--- config.mk ---
export PLATFORM = sky130hd
export DESIGN_NAME = fdd_track_sd_ctrl_flat
export DESIGN_NICKNAME = d
export VERILOG_FILES = /design/src/rtl/fdd_pkg.sv /design/src/rtl/fdd_track_sd_ctrl_if.sv /design/src/rtl/fdd_dirty_map.sv /design/src/rtl/fdd_track_sd_ctrl.sv /design/src/flat_wrapper.sv
export SDC_FILE = /design/constraint.sdc
export NUM_CORES = 1
export LEC_CHECK = 0
export ABC_AREA = 1
export BUFFER_PORTS_ARGS = -buffer_cell sky130_fd_sc_hd__buf_2
export CORE_MARGIN = 1
export CORE_UTILIZATION = 51
export DETAILED_ROUTE_END_ITERATION = 6
export GPL_TIMING_DRIVEN = 0
export PLACE_DENSITY = 0.72
export SYNTH_ARGS = -nofsm -noshare
export SYNTH_HDL_FRONTEND = slang
export SYNTH_SLANG_ARGS = --single-unit
--- constraint.sdc ---
create_clock -name clk_sys -period 8.8 [get_ports clk_sys]
set_clock_uncertainty 0.05 [all_clocks]
set_input_delay 0.44 -clock clk_sys [delete_from_list [all_inputs] [get_ports clk_sys]]
set_output_delay 0.44 -clock clk_sys [all_outputs]
set_load 0.05 [all_outputs]
--- src/rtl/fdd_pkg.sv ---
// Shared types and helpers for the Disk II track buffer SD sequencer.
// The LBA helper packs 13 sectors per track into consecutive SD blocks.
package fdd_pkg;

   localparam int SECTORS_PER_TRACK = 13;

   typedef enum logic [2:0] {
      IDLE      = 3'd0,
      FLUSH_REQ = 3'd1,
      FLUSH_ACK = 3'd2,
      LOAD_REQ  = 3'd3,
      LOAD_ACK  = 3'd4
   } fdd_state_e;

   // 13*trk built from shifts so no multiplier is inferred
   function automatic logic [31:0] lba_of(input logic [31:0] trk, input logic [3:0] sec);
      return (trk << 3) + (trk << 2) + trk + {28'd0, sec};
   endfunction

endpackage

--- src/rtl/fdd_track_sd_ctrl_if.sv ---
// SD channel request/acknowledge bundle between the track sequencer and the host.
interface fdd_track_sd_ctrl_if #(
   parameter int LBA_W = 32
);
   logic [LBA_W-1:0] sd_lba;
   logic             sd_rd;
   logic             sd_wr;
   logic             sd_ack;

   modport master (output sd_lba, output sd_rd, output sd_wr, input sd_ack);
   modport slave  (input sd_lba, input sd_rd, input sd_wr, output sd_ack);
endinterface

--- src/rtl/fdd_dirty_map.sv ---
// Per-sector dirty flags with a lowest-set-bit encoder over the flags plus
// any mark arriving this cycle, so a start decision sees same-cycle writes.
module fdd_dirty_map #(
   parameter int N = 13
) (
   input  logic       clk,
   input  logic       reset,
   input  logic       clr_all,
   input  logic       set_en,
   input  logic [3:0] set_idx,
   input  logic       clr_en,
   input  logic [3:0] clr_idx,
   output logic       any,
   output logic [3:0] idx
);

   logic [N-1:0] bits_r;
   logic [N-1:0] set_vec_s;
   logic [N-1:0] clr_vec_s;
   logic [N-1:0] view_s;

   // decode set/clear strobes into one-hot vectors
   always_comb begin
      set_vec_s = '0;
      clr_vec_s = '0;
      for (int i = 0; i < N; i++) begin
         set_vec_s[i] = set_en && (set_idx == 4'(i));
         clr_vec_s[i] = clr_en && (clr_idx == 4'(i));
      end
   end

   // a fresh mark wins over a clear so a rewritten sector is flushed again
   always_ff @(posedge clk) begin
      if (reset) begin
         bits_r <= '0;
      end else if (clr_all) begin
         bits_r <= '0;
      end else begin
         bits_r <= (bits_r & ~clr_vec_s) | set_vec_s;
      end
   end

   // lowest set bit of the pending view
   always_comb begin
      view_s = bits_r | set_vec_s;
      any    = |view_s;
      idx    = 4'd0;
      for (int i = N - 1; i >= 0; i--) begin
         if (view_s[i]) idx = 4'(i);
         else           idx = idx;
      end
   end

endmodule

--- src/rtl/fdd_track_sd_ctrl.sv ---
// Disk II one-track buffer sequencer: writes back dirty sectors of the old
// track, then loads all sectors of the new track over SD channel 0.
module fdd_track_sd_ctrl
   import fdd_pkg::*;
#(
   parameter int SECTORS = SECTORS_PER_TRACK,
   parameter int TRACK_W = 6,
   parameter int LBA_W   = 32
) (
   input  logic               clk_sys,
   input  logic               reset,
   input  logic [TRACK_W-1:0] track,
   input  logic               img_mounted,
   input  logic               img_size_nz,
   input  logic               img_readonly,
   input  logic               fd_write,
   input  logic [3:0]         fd_sec,
   fdd_track_sd_ctrl_if.master sd,
   output logic [3:0]         track_sec,
   output logic               cpu_wait,
   output logic               loaded
);

   fdd_state_e         state_r, state_n;
   logic [3:0]         sec_r, sec_n;
   logic [TRACK_W-1:0] tgt_r, tgt_n;
   logic [TRACK_W-1:0] cur_track_r, cur_track_n;
   logic               loaded_n;
   logic               mounted_r;
   logic               protect_r;
   logic               old_ack_r;
   logic               ack_rise_s, ack_fall_s;
   logic               mark_en_s, clr_en_s;
   logic               dm_any_s;
   logic [3:0]         dm_idx_s;
   logic [LBA_W-1:0]   lba_s;
   logic               rd_s, wr_s, wait_s;
   logic [3:0]         ts_s;

   assign ack_rise_s = sd.sd_ack && !old_ack_r;
   assign ack_fall_s = !sd.sd_ack && old_ack_r;
   // the CPU is stalled during loads, so any mark seen there is stale
   assign mark_en_s  = fd_write && !protect_r && (32'(fd_sec) < 32'(SECTORS))
                       && (state_r != LOAD_REQ) && (state_r != LOAD_ACK);

   fdd_dirty_map #(.N(SECTORS)) u_dirty (
      .clk     (clk_sys),
      .reset   (reset),
      .clr_all (img_mounted),
      .set_en  (mark_en_s),
      .set_idx (fd_sec),
      .clr_en  (clr_en_s),
      .clr_idx (sec_r),
      .any     (dm_any_s),
      .idx     (dm_idx_s)
   );

   // state and bookkeeping registers
   always_ff @(posedge clk_sys) begin
      if (reset) begin
         state_r     <= IDLE;
         sec_r       <= 4'd0;
         tgt_r       <= '0;
         cur_track_r <= '0;
         loaded      <= 1'b0;
         mounted_r   <= 1'b0;
         protect_r   <= 1'b0;
         old_ack_r   <= 1'b0;
      end else begin
         state_r     <= state_n;
         sec_r       <= sec_n;
         tgt_r       <= tgt_n;
         cur_track_r <= cur_track_n;
         loaded      <= loaded_n;
         old_ack_r   <= sd.sd_ack;
         if (img_mounted) begin
            mounted_r <= img_size_nz;
            protect_r <= img_readonly;
         end
      end
   end

   // next-state: a mount aborts any transfer and forces a fresh load
   always_comb begin
      state_n     = state_r;
      sec_n       = sec_r;
      tgt_n       = tgt_r;
      cur_track_n = cur_track_r;
      loaded_n    = loaded;
      clr_en_s    = 1'b0;
      if (img_mounted) begin
         state_n  = IDLE;
         sec_n    = 4'd0;
         loaded_n = 1'b0;
      end else begin
         case (state_r)
            IDLE: begin
               if (mounted_r && ((track != cur_track_r) || !loaded)) begin
                  tgt_n = track;
                  if (dm_any_s) begin
                     state_n = FLUSH_REQ;
                     sec_n   = dm_idx_s;
                  end else begin
                     state_n = LOAD_REQ;
                     sec_n   = 4'd0;
                  end
               end else begin
                  state_n = IDLE;
               end
            end
            FLUSH_REQ: begin
               if (ack_rise_s) begin
                  clr_en_s = 1'b1;
                  state_n  = FLUSH_ACK;
               end else begin
                  state_n  = FLUSH_REQ;
               end
            end
            FLUSH_ACK: begin
               if (ack_fall_s) begin
                  if (dm_any_s) begin
                     state_n = FLUSH_REQ;
                     sec_n   = dm_idx_s;
                  end else begin
                     state_n = LOAD_REQ;
                     sec_n   = 4'd0;
                  end
               end else begin
                  state_n = FLUSH_ACK;
               end
            end
            LOAD_REQ: begin
               if (ack_rise_s) state_n = LOAD_ACK;
               else            state_n = LOAD_REQ;
            end
            LOAD_ACK: begin
               if (ack_fall_s) begin
                  if (sec_r == 4'(SECTORS - 1)) begin
                     cur_track_n = tgt_r;
                     loaded_n    = 1'b1;
                     state_n     = IDLE;
                  end else begin
                     sec_n   = sec_r + 4'd1;
                     state_n = LOAD_REQ;
                  end
               end else begin
                  state_n = LOAD_ACK;
               end
            end
            default: begin
               state_n = IDLE;
               sec_n   = 4'd0;
            end
         endcase
      end
   end

   // output decode from the next state so every output is a flop
   always_comb begin
      lba_s  = '0;
      rd_s   = 1'b0;
      wr_s   = 1'b0;
      ts_s   = 4'd0;
      wait_s = 1'b0;
      case (state_n)
         IDLE: begin
            wait_s = 1'b0;
         end
         FLUSH_REQ, FLUSH_ACK: begin
            lba_s  = LBA_W'(lba_of(32'(cur_track_r), sec_n));
            wr_s   = (state_n == FLUSH_REQ);
            ts_s   = sec_n;
            wait_s = 1'b1;
         end
         LOAD_REQ, LOAD_ACK: begin
            lba_s  = LBA_W'(lba_of(32'(tgt_n), sec_n));
            rd_s   = (state_n == LOAD_REQ);
            ts_s   = sec_n;
            wait_s = 1'b1;
         end
         default: begin
            wait_s = 1'b0;
         end
      endcase
   end

   // registered SD request and buffer-slot outputs
   always_ff @(posedge clk_sys) begin
      if (reset) begin
         sd.sd_lba <= '0;
         sd.sd_rd  <= 1'b0;
         sd.sd_wr  <= 1'b0;
         track_sec <= 4'd0;
         cpu_wait  <= 1'b0;
      end else begin
         sd.sd_lba <= lba_s;
         sd.sd_rd  <= rd_s;
         sd.sd_wr  <= wr_s;
         track_sec <= ts_s;
         cpu_wait  <= wait_s;
      end
   end

endmodule

--- src/flat_wrapper.sv ---
// flat-port wrapper written by rule: the top's interface ports become plain ports
module fdd_track_sd_ctrl_flat import fdd_pkg::*;
#(
   parameter int SECTORS = SECTORS_PER_TRACK,
   parameter int TRACK_W = 6,
   parameter int LBA_W   = 32
)
  (clk_sys, reset, track, img_mounted, img_size_nz, img_readonly, fd_write, fd_sec, track_sec, cpu_wait, loaded, sd_sd_lba, sd_sd_rd, sd_sd_wr, sd_sd_ack);
  fdd_track_sd_ctrl_if #(.LBA_W(LBA_W)) sd_i ();
  input  logic clk_sys;
  input  logic reset;
  input  logic [TRACK_W-1:0] track;
  input  logic img_mounted;
  input  logic img_size_nz;
  input  logic img_readonly;
  input  logic fd_write;
  input  logic [3:0] fd_sec;
  output logic [3:0] track_sec;
  output logic cpu_wait;
  output logic loaded;
  output wire logic [$bits(sd_i.sd_lba)-1:0] sd_sd_lba;
  output wire logic [$bits(sd_i.sd_rd)-1:0] sd_sd_rd;
  output wire logic [$bits(sd_i.sd_wr)-1:0] sd_sd_wr;
  input wire logic [$bits(sd_i.sd_ack)-1:0] sd_sd_ack;
  assign sd_sd_lba = sd_i.sd_lba;
  assign sd_sd_rd = sd_i.sd_rd;
  assign sd_sd_wr = sd_i.sd_wr;
  assign sd_i.sd_ack = sd_sd_ack;
  fdd_track_sd_ctrl #(.SECTORS(SECTORS), .TRACK_W(TRACK_W), .LBA_W(LBA_W)) u_core (.clk_sys(clk_sys), .reset(reset), .track(track), .img_mounted(img_mounted), .img_size_nz(img_size_nz), .img_readonly(img_readonly), .fd_write(fd_write), .fd_sec(fd_sec), .sd(sd_i), .track_sec(track_sec), .cpu_wait(cpu_wait), .loaded(loaded));
endmodule
## Word level (Yosys, flattened, before mapping)

Index checks and enable logic that the tools add are counted.

- Register bits after elaboration: 75
- Word-level logic and storage cells: 154
- Output and inout port bits: 40

- Equality and inequality tests: 35
- Muxes and demuxes: 37
- Reductions and logical operators: 52
- Order comparisons: 1
- Add/subtract/negate cells: 7
- Bitwise gates (word level): 8

Operators by type and width:

| kind | count |
|---|---|
| two-way mux 4 bit | 19 |
| adder 32 x 4 -> 32 bit | 2 |
| adder 32 x 6 -> 32 bit | 2 |
| one-hot mux 32 bit (2 select lines) | 1 |
| equality test 4 bit, second input constant | 10 |
| logical AND 1 bit | 33 |
| equality test 4 x 3 -> 1 bit, second input constant | 8 |
| OR 13 bit | 2 |
| adder 9 x 8 -> 10 bit | 2 |
| two-way mux 6 bit | 3 |
| equality test 4 x 2 -> 1 bit, second input constant | 4 |
| one-hot mux 4 bit (4 select lines) | 1 |
| one-hot mux 3 bit (5 select lines) | 1 |
| OR reduction 2 bit | 7 |
| AND 13 bit | 1 |
| NOT 13 bit | 1 |
| OR reduction 13 bit | 1 |
| equality test 3 x 2 -> 1 bit, second input constant | 4 |
| two-way mux 3 bit | 4 |
| equality test 4 x 1 -> 1 bit, second input constant | 2 |
| logical NOT 4 bit | 2 |
| two-way mux 2 bit | 4 |
| equality test 3 x 1 -> 1 bit, second input constant | 2 |
| equality test 3 bit, second input constant | 2 |
| 13 further kinds | 22 |

## Logic depth before layout (Yosys ltp)

Gate-level depths: netlist of run 1.

- Depth in word-level cells: 26
- Depth in mapped cells: 35
- Gate-level depth less buffers: 35

## Modules after synthesis

Synthesis of run 1 repeated with hierarchy kept, for this count alone.

- Cell total of the unflattened synthesis: 577
- Area, all modules: 4246.6 um^2

By module, submodules not included:

| module | cells each | area each (um^2) | times used | sequential area each (um^2) |
|---|---|---|---|---|
| fdd_track_sd_ctrl | 437 | 3409.5 | 1 | 820.8 |
| fdd_dirty_map | 140 | 837.1 | 1 | 260.2 |

## Worst setup path after synthesis of run 1

Ideal clock, no wire load.

- Path type: reg-to-reg
- Start point: reg u_core.loaded
- End point: reg u_core.sd.sd_lba[8]
- Required time: 8.684 ns
- Slack: 4.738 ns
- Library setup time: 0.066 ns
- Path buffers: 0
- Arrival: 3.946 ns
- Period minus slack after synthesis: 4.062 ns
- Stages on the path, launching flop included: 26
- Path through: dfxtp_1 inv_1 a21oi_1 nand3_1 nand3b_1 nand4_1 inv_1 o21ai_0 inv_1 ha_1 inv_1 fa_1 inv_1 ha_1 a21oi_1 nand2_1 a21o_1 a21oi_1 nor2_1 o21ai_0 inv_1 nand2_1 nand2_1 inv_1 nand2_1 a21oi_2

- Longest elaborated chain between the ends: 10

RTL lines:

| element | line | source |
|---|---|---|
| from (decl) | fdd_track_sd_ctrl.sv:21 | `output logic loaded` |
| from (signal assigned) | fdd_track_sd_ctrl.sv:74 | `loaded <= loaded_n;` |
| logical NOT 1 bit (*) | fdd_track_sd_ctrl.sv:98 | `if (mounted_r && ((track != cur_track_r) \|\| !loaded)) begin` |
| logical OR 1 bit (*) | fdd_track_sd_ctrl.sv:98 |  |
| logical AND 1 bit (*) | fdd_track_sd_ctrl.sv:98 |  |
| two-way mux 6 bit (*) | fdd_track_sd_ctrl.sv:98 |  |
| two-way mux 6 bit (*) | fdd_track_sd_ctrl.sv:96 | `case (state_r)` |
| two-way mux 6 bit (*) | fdd_track_sd_ctrl.sv:91 | `if (img_mounted) begin` |
| net u_core.tgt_n[1] | fdd_track_sd_ctrl.sv:26 | `logic [TRACK_W-1:0] tgt_r, tgt_n;` |
| adder 9 x 8 -> 10 bit | fdd_pkg.sv:17 | `return (trk << 3) + (trk << 2) + trk + {28'd0, sec};` |
| adder 32 x 6 -> 32 bit (*) | fdd_pkg.sv:17 |  |
| adder 32 x 4 -> 32 bit (*) | fdd_pkg.sv:17 |  |
| one-hot mux 32 bit (2 select lines) (*) | fdd_track_sd_ctrl.sv:165 | `case (state_n)` |
| to (signal assigned) | fdd_track_sd_ctrl.sv:196 | `sd.sd_lba <= lba_s;` |
| to (decl) | fdd_track_sd_ctrl_if.sv:10 | `modport master (output sd_lba, output sd_rd, output sd_wr, input sd_ack);` |

Mark *: on every way through the listed nets, which the timed path passes. The rest lies on a longest branch.
A chain may end at the register's enable or synchronous reset.

## Worst setup path after layout of run 1

- Start point: reg u_core.cur_track_r[2]
- End point: reg u_core.sd.sd_lba[8]

- Longest elaborated chain between the ends: 10

RTL lines:

| element | line | source |
|---|---|---|
| from (decl) | fdd_track_sd_ctrl.sv:27 | `logic [TRACK_W-1:0] cur_track_r, cur_track_n;` |
| from (signal assigned) | fdd_track_sd_ctrl.sv:73 | `cur_track_r <= cur_track_n;` |
| inequality test 6 bit (*) | fdd_track_sd_ctrl.sv:98 |  |
| logical OR 1 bit (*) | fdd_track_sd_ctrl.sv:98 |  |
| logical AND 1 bit (*) | fdd_track_sd_ctrl.sv:98 |  |
| two-way mux 6 bit (*) | fdd_track_sd_ctrl.sv:98 |  |
| two-way mux 6 bit (*) | fdd_track_sd_ctrl.sv:96 |  |
| two-way mux 6 bit (*) | fdd_track_sd_ctrl.sv:91 |  |
| net u_core.tgt_n[1] | fdd_track_sd_ctrl.sv:26 |  |
| adder 9 x 8 -> 10 bit | fdd_pkg.sv:17 |  |
| adder 32 x 6 -> 32 bit (*) | fdd_pkg.sv:17 |  |
| adder 32 x 4 -> 32 bit (*) | fdd_pkg.sv:17 |  |
| one-hot mux 32 bit (2 select lines) (*) | fdd_track_sd_ctrl.sv:165 |  |

Marks and branches as above.

==> results of run 1 <==
## synthesized netlist by cell type (all sizes together)
library cell and instances:
nor3 6, a21o 2, xnor2 8, or2 6
o21ai 26, and2 3, ha 38, nand2 120
o31ai 1, nand3 27, nor2 72, a311oi 5
clkbuf 2, a22oi 1, a211oi 2, buf 25
o21a 1, nand4 2, o21bai 1, inv 114
conb 1, o22ai 1, a21oi 42, nand3b 3
xor2 14, clkinv 1, a31oi 2, dfxtp 54
fa 8, a41oi 6
## critical path, cell delays in order (launching register included)
cell and delay (ps):
dfxtp_1 550, o21ai_0 140, a21oi_1 160, nand3b_1 150, nand4_1 220, inv_1 170
o21ai_0 300, inv_1 210, ha_1 340, inv_1 50, fa_1 470, inv_1 40
ha_1 340, a21oi_1 140, nand2_1 90, a21o_1 170, a21oi_1 190, nor2_1 60
o21ai_0 250, inv_1 80, nand2_1 90, nand2_1 50, inv_1 50, nand2_1 60
a21oi_2 130
## cell type report
class	count	area share
inverters	115	0.0934
well taps	102	0.0276
repair buffers	33	0.0357
multi-input cells	418	0.543
clock buffers	6	0.0157
flip-flops and latches	54	0.234
plain buffers	27	0.0422
clock inverters	2	0.00812
## report_power, final
group / switching (W) / internal [W]
clock: 0.0000835 / 0.0000851
combinational: 0.0000954 / 0.0000457
sequential: 0.00000210 / 0.000249
total: 0.000181 / 0.000379
## stage by stage
| stage | total power [W] | hold slack, ps | utilization |
|---|---|---|---|
| 5_1_grt | 0.000596 | 295 | 0.592 |
| 3_3_place_gp | 0.000393 | 402 | 0.578 |
| 6_report | 0.000560 | 298 | 0.592 |
| 4_1_cts | 0.000563 | 297 | 0.592 |
| 3_5_place_dp | 0.000396 | 401 | 0.578 |
| 2_1_floorplan | 0.000370 | 379 | - |
## flip-flops by register name, indices dropped and copies added (netlist names), 3 cells and up
register	flops
u_core.cur_track_r	6
u_core.sd.sd_lba	11
u_core.tgt_r	6
u_core.track_sec	4
u_core.u_dirty.bits_r	13
u_core.state_r	3
u_core.sec_r	4
## layer usage
layer	vias to the layer above	track usage	part of all wire
li1	1939	-	-
met5	-	0	0
met4	0	0.0508	0.014
met3	12	0.0390	0.047
met2	86	0.387	0.46
met1	1698	0.295	0.48
## worst min-delay path by stage
stage,slack (ps),to,from
after floorplan,380,u_core.protect_r,u_core.protect_r
after global placement,400,u_core.cur_track_r[5],u_core.tgt_r[5]
after detailed placement,400,u_core.cur_track_r[5],u_core.tgt_r[5]
after CTS,300,u_core.mounted_r,img_size_nz
after global routing,300,u_core.mounted_r,img_size_nz
final,300,u_core.mounted_r,img_size_nz
## cells by family after synthesis
kind of cell | share of synthesized area
other | 0.000905
adder cells (fa/ha/maj) | 0.153
AO/OA/AOI/OAI | 0.132
buffers and inverters | 0.151
XOR/XNOR | 0.0465
AND/OR/NAND/NOR | 0.256
flip-flops | 0.261
==> summary.md, run 1 <==
| Metric | Value |
|---|---|
| Status | `finished, final reports clean` |
| Post-route clock period utilization | `0.524` |
| Worst reg-to-reg path cell count | `24` |
| Die span in x | `92.2 um` |
| Reg-to-reg critical path startpoint | `u_core.cur_track_r[2]` |
| Final worst slack | `around 4200 ps` |
| # IOs | `57` |
| Fmax | `roughly 0.22 GHz` |
| Area leader, netlist | `dfxtp_1` |
| Initial core utilization | `0.531` |
| Commonest non-fill, non-tap cell in the layout | `nand2_1` |
| Core area | `0.00781 mm^2` |
| Hpwl dp | `roughly 7.6 mm` |
| DRT Pass-1 Iters | `5` |
| RSZ-0062 raised after global routing | `no` |
| WHS Path Cells | `3` |
| End of the worst register-to-register path | `u_core.sd.sd_lba[8]` |
| Area contributors post-synth | `dfxtp_1 26%, ha_1 11%, nand2_1 10%` |
| Post-Syn Instances | `594` |
| Gr usage total | `0.226` |
| Detail Route Antenna Nets | `0` |
| TNS Setup | `0 ps` |
| Filler cell count | `about 750` |
| Worst VDD drop | `0.0000775 V` |
| Post-cts resize count | `0` |
| Avg Inst Size Synth | `between 6 and 7 um^2` |
| Die H | `92.2 um` |
| Measured slew at the worst slew-check pin | `598 ps` |
| Clock buffer count from CTS | `5` |
| Final setup fails | `0` |
| Slew HR | `0.600` |
| Share of cells above drive strength 1 | `0.162` |
| Routed vias | `approximately 3,700` |
| Final net count | `717` |
| Row Count | `32` |
| Synthesized flop and latch total | `54` |
| Postcts setup bufs | `0` |
| Multi-input logic area | `0.00251 mm^2` |
| Library cells used by synthesis | `40` |
| DR vias/cell | `4.93` |
| First-pass GRT wire length | `15.2 mm` |
| Mapped Area | `~0.0041 mm^2` |
| Htree depth | `2` |
| Design Area, Final | `0.00462 mm^2` |
| Sequential cell area | `0.00108 mm^2` |
| WS Path Type | `flop to flop` |
| Post-synth top area share | `0.261` |
| Worst R2R Setup Slack | `approximately 4200 ps` |
| Initial antenna violation count | `0` |
| 1st-iter DRT viols | `145` |
| Final hold vios | `0` |
| Global route total overflow | `0` |
| Seq/Total Area, Yosys | `0.261` |
| Clock slew at reported path FFs | `100 ps` |
| Sink Count | `54` |
| Worst path required time | `around 9000 ps` |
| Worst setup startpoint | `u_core.cur_track_r[2]` |
| Shortest period the worst path allows | `4620 ps` |
| CTS tree | `yes` |
| Hold Path Class | `primary input to flop` |
| Commonest cells after routing, fill and taps aside | `112 x nand2_1, 108 x inv_1, 61 x nor2_1` |
| Routability congestion estimate | `about 0.87` |
| Clk root buf | `clkbuf_8` |
| Final wirelength | `9.28 mm` |
| # hold bufs at CTS | `0` |
| Worst Setup Start Kind | `flop` |
| Area delta synth->final | `11.5%` |
| Pwr dens | `121 mW/mm^2` |
| Pleak | `2.49 nW` |
| Crit path to | `u_core.sd.sd_lba[8]` |
| Longest Clk Path Bufs | `2` |
| Fin. max-slew vios | `0` |
| Vias in the first global route | `3,430` |
| Avg WL per Cell | `12.3 um` |
| Worst setup EP type | `flop` |
| Placed Cells | `749` |
| Max-Cap Viols | `0` |
| Critical Path Fanout Max | `7` |
| Die area | `0.00849 mm^2` |
| Crit path DAT | `slightly below 5000 ps` |
| Yosys warns | `0` |
| Placed standard-cell area | `between 0.004 and 0.005 mm^2` |
| Fin cells | `757` |
| DRC | `0` |
| Clk Latency, worst-skew pair | `310 ps` |
| # diodes | `0` |
| Pre-CTS setup slack | `4000 ps` |
| Maximum number of pins on one net before global-route repair | `17` |
| Quantity of I/O buffers inserted on ports | `33` |
(Power assumes the default switching activity.)
==> run 2: changes to the inputs <==
Settings changed: PLACE_DENSITY 0.72 to 0.75.
Clock period 8.8 ns to 3.75 ns, I/O delays scaled along.
==> run 2 against run 1 <==
The run now ends with setup timing left. First-iteration DRC count increased by 23%. Critical path depth increased by 2. Core utilization increased by 9.6 points. Global-route usage increased by 4.9 points. Clock-buffer cell count unchanged. Register-to-register slack got worse by 4300 ps. Routed wire length increased by 19%. Non-clock buffer count increased by 41. Final area increased by 16%. Die area unchanged. Sequential cell count unchanged.
==> summary.md, run 2 (synthesis gave the netlist of run 1 again) <==
| Metric | Value |
|---|---|
| Status | `finished with violations` |
| Violated checks | `setup timing` |
| Maximum number of pins on one net before global-route repair | `18 (+1)` |
| Global route total overflow | `0 (unchanged)` |
| Clock slew at reported path FFs | `110 ps (about the same)` |
| Measured slew at the worst slew-check pin | `573 ps (-25.6 ps)` |
| # diodes | `0 (unchanged)` |
| # hold bufs at CTS | `0 (unchanged)` |
| Pre-CTS setup slack | `-593 ps (-4600 ps)` |
| Quantity of I/O buffers inserted on ports | `33 (unchanged)` |
| Routed vias | `4,077 (+9.2%)` |
| CTS tree | `yes` |
| Slew HR | `0.617 (+0.0171)` |
| Post-route clock period utilization | `1.04 (+0.513)` |
| Worst path required time | `3940 ps (-5060 ps)` |
| DRC | `0 (unchanged)` |
| Initial antenna violation count | `0 (unchanged)` |
| Fin. max-slew vios | `0 (unchanged)` |
| Initial core utilization | `0.531 (unchanged)` |
| Final net count | `758 (+5.7%)` |
| Detail Route Antenna Nets | `0 (unchanged)` |
| Pleak | `2.73 nW (+9.5%)` |
| RSZ-0062 raised after global routing | `yes` |
| Hpwl dp | `7.62 mm (-0.28%)` |
| Final worst slack | `-142 ps (-4330 ps)` |
| Register bank with the most flops | `u_core.u_dirty.bits_r` |
| Sequential cell area | `0.00112 mm^2 (+3.2%)` |
| Clk root buf | `clkbuf_8` |
| Commonest cells after routing, fill and taps aside | `95 x inv_1, 94 x nand2_1, 62 x buf_4` |
| Final hold vios | `0 (unchanged)` |
| Die H | `92.2 um (unchanged)` |
| Max reg flops | `13 (unchanged)` |
| Critical Path Fanout Max | `8 (+1)` |
| Share of cells above drive strength 1 | `0.336 (+0.174)` |
| Area delta synth->final | `29.6%` |
| Crit path DAT | `4090 ps (-720 ps)` |
| Multi-input logic area | `0.00292 mm^2 (+16%)` |
| WS Path Type | `flop to flop` |
| Longest Clk Path Bufs | `2 (unchanged)` |
| Routability congestion estimate | `0.881 (+1.1%)` |
| Gr usage total | `0.275 (+0.0494)` |
| Commonest non-fill, non-tap cell in the layout | `inv_1` |
| Clk Latency, worst-skew pair | `320 ps (about the same)` |
| # IOs | `57 (unchanged)` |
| Hold Path Class | `primary input to flop` |
| Clock buffer count from CTS | `5 (unchanged)` |
| Worst Setup Start Kind | `flop` |
| Filler cell count | `621 (-18%)` |
| Die area | `0.00849 mm^2 (unchanged)` |
| Worst setup EP type | `flop` |
| Shortest period the worst path allows | `3890 ps (-723 ps)` |
| Die span in x | `92.2 um (unchanged)` |
| DR vias/cell | `5.11 (+3.5%)` |
| Pwr dens | `252 mW/mm^2 (+110%)` |
| Fmax | `0.257 GHz (+19%)` |
| Largest registers | `u_core.u_dirty.bits_r: 13 flops, u_core.sd.sd_lba: 11 flops` |
| Final wirelength | `11.1 mm (+19%)` |
| Worst hold margin | `32.9 ps (-266 ps)` |
| Worst VDD drop | `0.000176 V (+130%)` |
| Final setup fails | `5 (+5)` |
| TNS Setup | `-441 ps (-441 ps)` |
| First-pass GRT wire length | `18.5 mm (+21%)` |
| Avg WL per Cell | `13.9 um (+13%)` |
| Max-Cap Viols | `0 (unchanged)` |
| Core area | `0.00781 mm^2 (unchanged)` |
| Row Count | `32 (unchanged)` |
| DRT Pass-1 Iters | `5 (unchanged)` |
| 1st-iter DRT viols | `179 (+23%)` |
| Htree depth | `2 (unchanged)` |
| Sink Count | `54 (unchanged)` |
| Vias in the first global route | `3,971 (+16%)` |
run 2: changes by cell type in the layout (fill, tap and decap cells not counted), sizes merged:
| cell | previous run | this run |
|---|---|---|
| buf | 58 | 99 |
| clkinv | 1 | 0 |
| bufinv | 1 | 0 |
| clkinvlp | 1 | 3 |
run 2: worst paths after layout:
path                      from               endpoint  slack, ps  cells after the start
min                img_size_nz       u_core.mounted_r         30                      3
max reg2reg  u_core.state_r[0]    u_core.sd.sd_lba[4]       -140                     26
max          u_core.state_r[0]    u_core.sd.sd_lba[4]       -140                     26
min reg2reg    u_core.tgt_r[5]  u_core.cur_track_r[5]        400                      2
run 2: final cells by class:
cell class | instances | share of cell area
Clock buffer | 6 | 0.0135
Buffer | 27 | 0.0363
Inverter | 115 | 0.0829
Sequential cell | 54 | 0.208
Multi-Input combinational cell | 418 | 0.543
Clock inverter | 2 | 0.00280
Tap cell | 102 | 0.0238
Timing Repair Buffer | 74 | 0.0895
run 2: repair_timing:
action,in CTS,in global routing
pin swaps,46,46
endpoints found under the hold margin,0,0
setup buffers,41,5
setup endpoints to repair,6,8
resized for setup,89,37
run 2: worst max-delay path, cell delays in order (launching register included):
cell and delay, ps:
dfxtp_4 380, nand2_4 70, nor2_4 40, inv_2 80, nand2_4 60, nor2_4 220, nand3b_1 180, nand2_2 120
nor2_2 40, nand2_2 110, nor2_4 50, nand3b_1 150, o21ai_1 100, nand2_2 120, fa_1 550, inv_2 60
ha_4 260, a21oi_4 140, nand2_2 80, buf_4 130, buf_4 120, buf_4 120, buf_4 120, buf_4 130
xor2_1 110, nand2_1 100, a21oi_2 130
run 2: report_power, final:
group | leakage [nW] | switching (W) | internal, W
Combinational | 2.25 | 0.000271 | 0.000164
Sequential | 0.445 | 0.00000683 | 0.000578
Clock | 0.0374 | 0.000200 | 0.000132
Total | 2.73 | 0.000478 | 0.000874
run 2: per-layer routing:
layer | global-route usage | vias up | wire length (um) | share of wire
met5 | 0 | - | 0 | 0
met4 | 0.0846 | 0 | 262 | 0.024
met3 | 0.0448 | 30 | 571 | 0.052
met2 | 0.474 | 136 | 5290 | 0.48
met1 | 0.350 | 1882 | 4960 | 0.45
li1 | - | 2029 | - | -
run 2: through the flow:
stage / instances / area, um^2 / total power, W / util
final: 798 / 5370 / 0.00135 / 0.688
after global routing: 798 / 5370 / 0.00142 / 0.688
after CTS: 798 / 5240 / 0.00132 / 0.671
after detailed placement: 749 / 4520 / 0.000928 / 0.579
after global placement: 749 / 4520 / 0.000922 / 0.579
after floorplan: 614 / 4230 / 0.000867 / -
==> run 3: changes to the inputs <==
Settings changed: PLACE_DENSITY 0.75 to 0.72, SYNTH_HIERARCHICAL set to 1.
Clock period 3.75 ns to 4.12 ns, I/O delays scaled along.
==> run 3 against run 2 <==
The flow still finishes with violations (setup timing). Area after synthesis rose by 2.4%. Worst setup slack lost 730 ps. Die area increased by 2.4%. Routed wire length fell by 8.3%. Combinational power shrank 13%. Final cell count down 2.5%. Sequential cell count did not move. Global-route usage decreased by 3.5 points. Total power fell by 11%. Critical path type unchanged. Largest cell class unchanged. Largest power group unchanged. Highest routed layer unchanged.
==> summary.md, run 3 <==
| Metric | Value |
|---|---|
| Critical Path Fanout Max | `4 (-4)` |
| Die H | `93.3 um (+1.2%)` |
| Violated checks | `setup timing` |
| Final net count | `743 (-2.0%)` |
| DR vias/cell | `5.06 (-0.95%)` |
| FFs w/ async S/R, synth | `0 (unchanged)` |
| Global-route track usage on met3 | `0.0358 (-0.00900)` |
| Maximum number of pins on one net before global-route repair | `16 (-2)` |
| Sw Share | `0.343 (-0.0109)` |
| Clock slew at reported path FFs | `90 ps (-20 ps)` |
| Die area | `0.00870 mm^2 (+2.4%)` |
| Area contributors post-synth | `dfxtp_1 25%, ha_1 11%, nand2_1 7.8%` |
| Critical path's largest stage delay | `540 ps (about the same)` |
| Clk Latency, worst-skew pair | `310 ps (about the same)` |
| Final worst slack | `-872 ps (-729 ps)` |
| GR peak layer | `met2` |
| EDFF count, synth | `0 (unchanged)` |
| Status | `finished with violations` |
| Filler cell count | `703 (+13%)` |
| Yosys warns | `6 (+6)` |
| Avg Inst Size Synth | `7.36 um^2 (+5.5%)` |
| Max reg flops | `13 (unchanged)` |
| Pleak | `2.69 nW (-1.4%)` |
| Gr usage total | `0.240 (-0.0347)` |
| Pwr dens | `227 mW/mm^2 (-9.9%)` |
| Clk root buf | `clkbuf_8` |
| Most numerous cell in the Yosys netlist | `nand2_1` |
| Commonest cells after routing, fill and taps aside | `76 x nand2_1, 69 x inv_1, 68 x nor2_1` |
| Crit path DAT | `5180 ps (+1090 ps)` |
| Initial antenna violation count | `0 (unchanged)` |
| Core area | `0.00789 mm^2 (+1.0%)` |
| # IOs | `57 (unchanged)` |
| Detail Route Antenna Nets | `0 (unchanged)` |
| Area leader, netlist | `dfxtp_1` |
| Final setup fails | `8 (+3)` |
| Clock power share | `0.236 (-0.010)` |
| Library cells used by synthesis | `45 (+13%)` |
| Post-Syn Instances | `577 (-2.9%)` |
| End of the worst register-to-register path | `u_core/sd.sd_lba[10]` |
| Initial core utilization | `0.538 (+0.00746)` |
| Post-synth top area share | `0.255 (-0.00622)` |
| Routability congestion estimate | `0.888 (+0.79%)` |
| Die span in x | `93.3 um (+1.2%)` |
| Final wirelength | `10.2 mm (-8.3%)` |
| Row Count | `32 (unchanged)` |
| P_int | `0.000787 W (-10%)` |
| Mapped Area | `0.00425 mm^2 (+2.4%)` |
| DRT Pass-1 Iters | `5 (unchanged)` |
| Seq/Total Area, Yosys | `0.255 (-0.00622)` |
| First-pass GRT wire length | `16.3 mm (-12%)` |
| Area delta synth->final | `24.2%` |
| Largest registers | `u_core/u_dirty/bits_r: 13 flops, u_core/sd.sd_lba: 11 flops` |
| Post-synth top flop | `dfxtp_1` |
| DRC | `0 (unchanged)` |
| Logic pwr share | `0.316 (-0.006)` |
| Hpwl dp | `7.65 mm (+0.41%)` |
| Htree depth | `2 (unchanged)` |
| Sequential cell area | `0.00109 mm^2 (-2.7%)` |
| Placed Cells | `734 (-2.0%)` |
| Final hold vios | `0 (unchanged)` |
| Worst setup EP type | `flop` |
| Longest Clk Path Bufs | `2 (unchanged)` |
| Worst reg-to-reg path cell count | `34 (+31%)` |
| Commonest non-fill, non-tap cell in the layout | `nand2_1` |
| CTS tree | `yes` |
| Global route total overflow | `0 (unchanged)` |
| # diodes | `0 (unchanged)` |
| Post-route clock period utilization | `1.21 (+0.174)` |
| Worst path required time | `4310 ps (+370 ps)` |
| Final Core Density | `0.669 (-0.0190)` |
| Share of cells above drive strength 1 | `0.374 (+0.0381)` |
| Crit path to | `u_core/sd.sd_lba[10]` |
| Post-synth top cells | `88 x nand2_1, 82 x inv_1, 76 x nor2_1` |
| Worst R2R Setup Slack | `-870 ps (-730 ps)` |
| RSZ-0062 raised after global routing | `yes` |
| Register bank with the most flops | `u_core/u_dirty/bits_r` |
| Worst setup startpoint | `u_core/state_r[0]` |
| Max-Cap Viols | `0 (unchanged)` |
| Hold Path Class | `primary input to flop` |
| Vias in the first global route | `3,674 (-7.5%)` |
| 1st-iter DRT viols | `182 (+1.7%)` |
| GR Util met1 | `0.277 (-0.0731)` |
| Worst VDD drop | `0.000131 V (-26%)` |
| Psw | `0.000410 W (-14%)` |
| Worst Setup Start Kind | `flop` |
| CP max-delay cell | `fa_1` |
| Reg-to-reg critical path startpoint | `u_core/state_r[0]` |
| WS Path Type | `flop to flop` |
| Shortest period the worst path allows | `4990 ps (+1100 ps)` |
| Fin cells | `778 (-2.5%)` |
| Sink Count | `54 (unchanged)` |
| Avg WL per Cell | `13.1 um (-5.9%)` |
| Synthesized flop and latch total | `54 (unchanged)` |
| Routed vias | `3,937 (-3.4%)` |
| Measured slew at the worst slew-check pin | `668 ps (+95.0 ps)` |
| Fin. max-slew vios | `0 (unchanged)` |
| Fmax | `0.200 GHz (-22%)` |
| Clock buffer count from CTS | `5 (unchanged)` |
| Quantity of I/O buffers inserted on ports | `35 (+6.1%)` |
| Slew HR | `0.552 (-0.0653)` |
| Crit-path most repeated cell | `inv_2` |
| Sequential power share | `0.448 (+0.016)` |
| Multi-input logic area | `0.00293 mm^2 (+0.34%)` |
| Met2 Use GR | `0.445 (-0.0284)` |
-- run 3: cell count changes in the layout (fill, tap and decap cells not counted), moves of 7 or more --
cell,previous run,this run
dfxtp_1,44,52
buf_4,62,55
nand2_1,94,76
nand2_2,21,39
dfxtp_4,9,1
inv_1,95,69
inv_2,15,24
nor2_1,59,68
-- run 3: metal layers --
layer | part of all wire | vias to the layer above
met1 | 0.41 | 1821
met2 | 0.52 | 118
met4 | 0.027 | 0
met5 | 0 | -
met3 | 0.045 | 21
li1 | - | 1977
-- run 3: metrics by stage --
step | power [W] | setup TNS [ps] | worst slack [ps] | hold WS (ps) | area, um^2
2_1_floorplan | 0.000814 | -1030 | -441 | 287 | 4440
3_3_place_gp | 0.000869 | -4260 | -969 | 392 | 4740
3_5_place_dp | 0.000878 | -5060 | -1060 | 403 | 4740
4_1_cts | 0.00119 | -4130 | -813 | 75.7 | 5110
5_1_grt | 0.00126 | -6870 | -1120 | 84.4 | 5280
6_report | 0.00120 | -4810 | -872 | 82.3 | 5280
-- run 3: repair_timing --
action	4_1_cts	5_1_grt
pin swaps	32	41
hold buffers	0	0
endpoints found under the setup margin	8	9
cloned	0	0
resized for setup	29	26
buffers inserted	25	13
-- run 3: cells by family after synthesis --
group,synth area share
buffers and inverters,0.138
other,0.000883
and+or+nand+nor,0.289
DFF,0.255
AOI/OAI and AO/OA,0.124
xor gates and xnor gates,0.0247
adders and majority gates,0.169
-- run 3: worst min path at each step --
stage / startpoint / to / slack (ps) / depth (start not counted)
floorplan: sd_sd_ack / u_core/old_ack_r / 290 / 2
global placement: sd_sd_ack / u_core/old_ack_r / 390 / 3
detailed placement: sd_sd_ack / u_core/old_ack_r / 400 / 3
CTS: sd_sd_ack / u_core/old_ack_r / 80 / 3
global route: sd_sd_ack / u_core/old_ack_r / 80 / 3
finish: sd_sd_ack / u_core/old_ack_r / 80 / 3
-- run 3: cell type report --
class	count	area share
inverters	94	0.0674
clock buffers	5	0.0130
plain buffers	30	0.0439
flip-flops and latches	54	0.206
multi-input cells	419	0.555
repair buffers	72	0.0887
clock inverters	2	0.00190
well taps	102	0.0242
-- run 3: power by group through the flow --
stage	Clock, W	Sequential [W]	Combinational (W)
floorplan	0	0.000554	0.000260
global placement	0	0.000548	0.000321
detailed placement	0	0.000549	0.000329
CTS	0.000293	0.000536	0.000366
global route	0.000309	0.000537	0.000414
finish	0.000283	0.000536	0.000378
-- run 3: critical path, delay by kind of cell, from the launching register on --
family | cells | cell delay [ps]
adder cells (fa/ha/maj) | 3 | 1270
buffers and inverters | 6 | 350
flip-flops | 1 | 370
AO/OA/AOI/OAI | 6 | 730
AND/OR/NAND/NOR | 19 | 2160
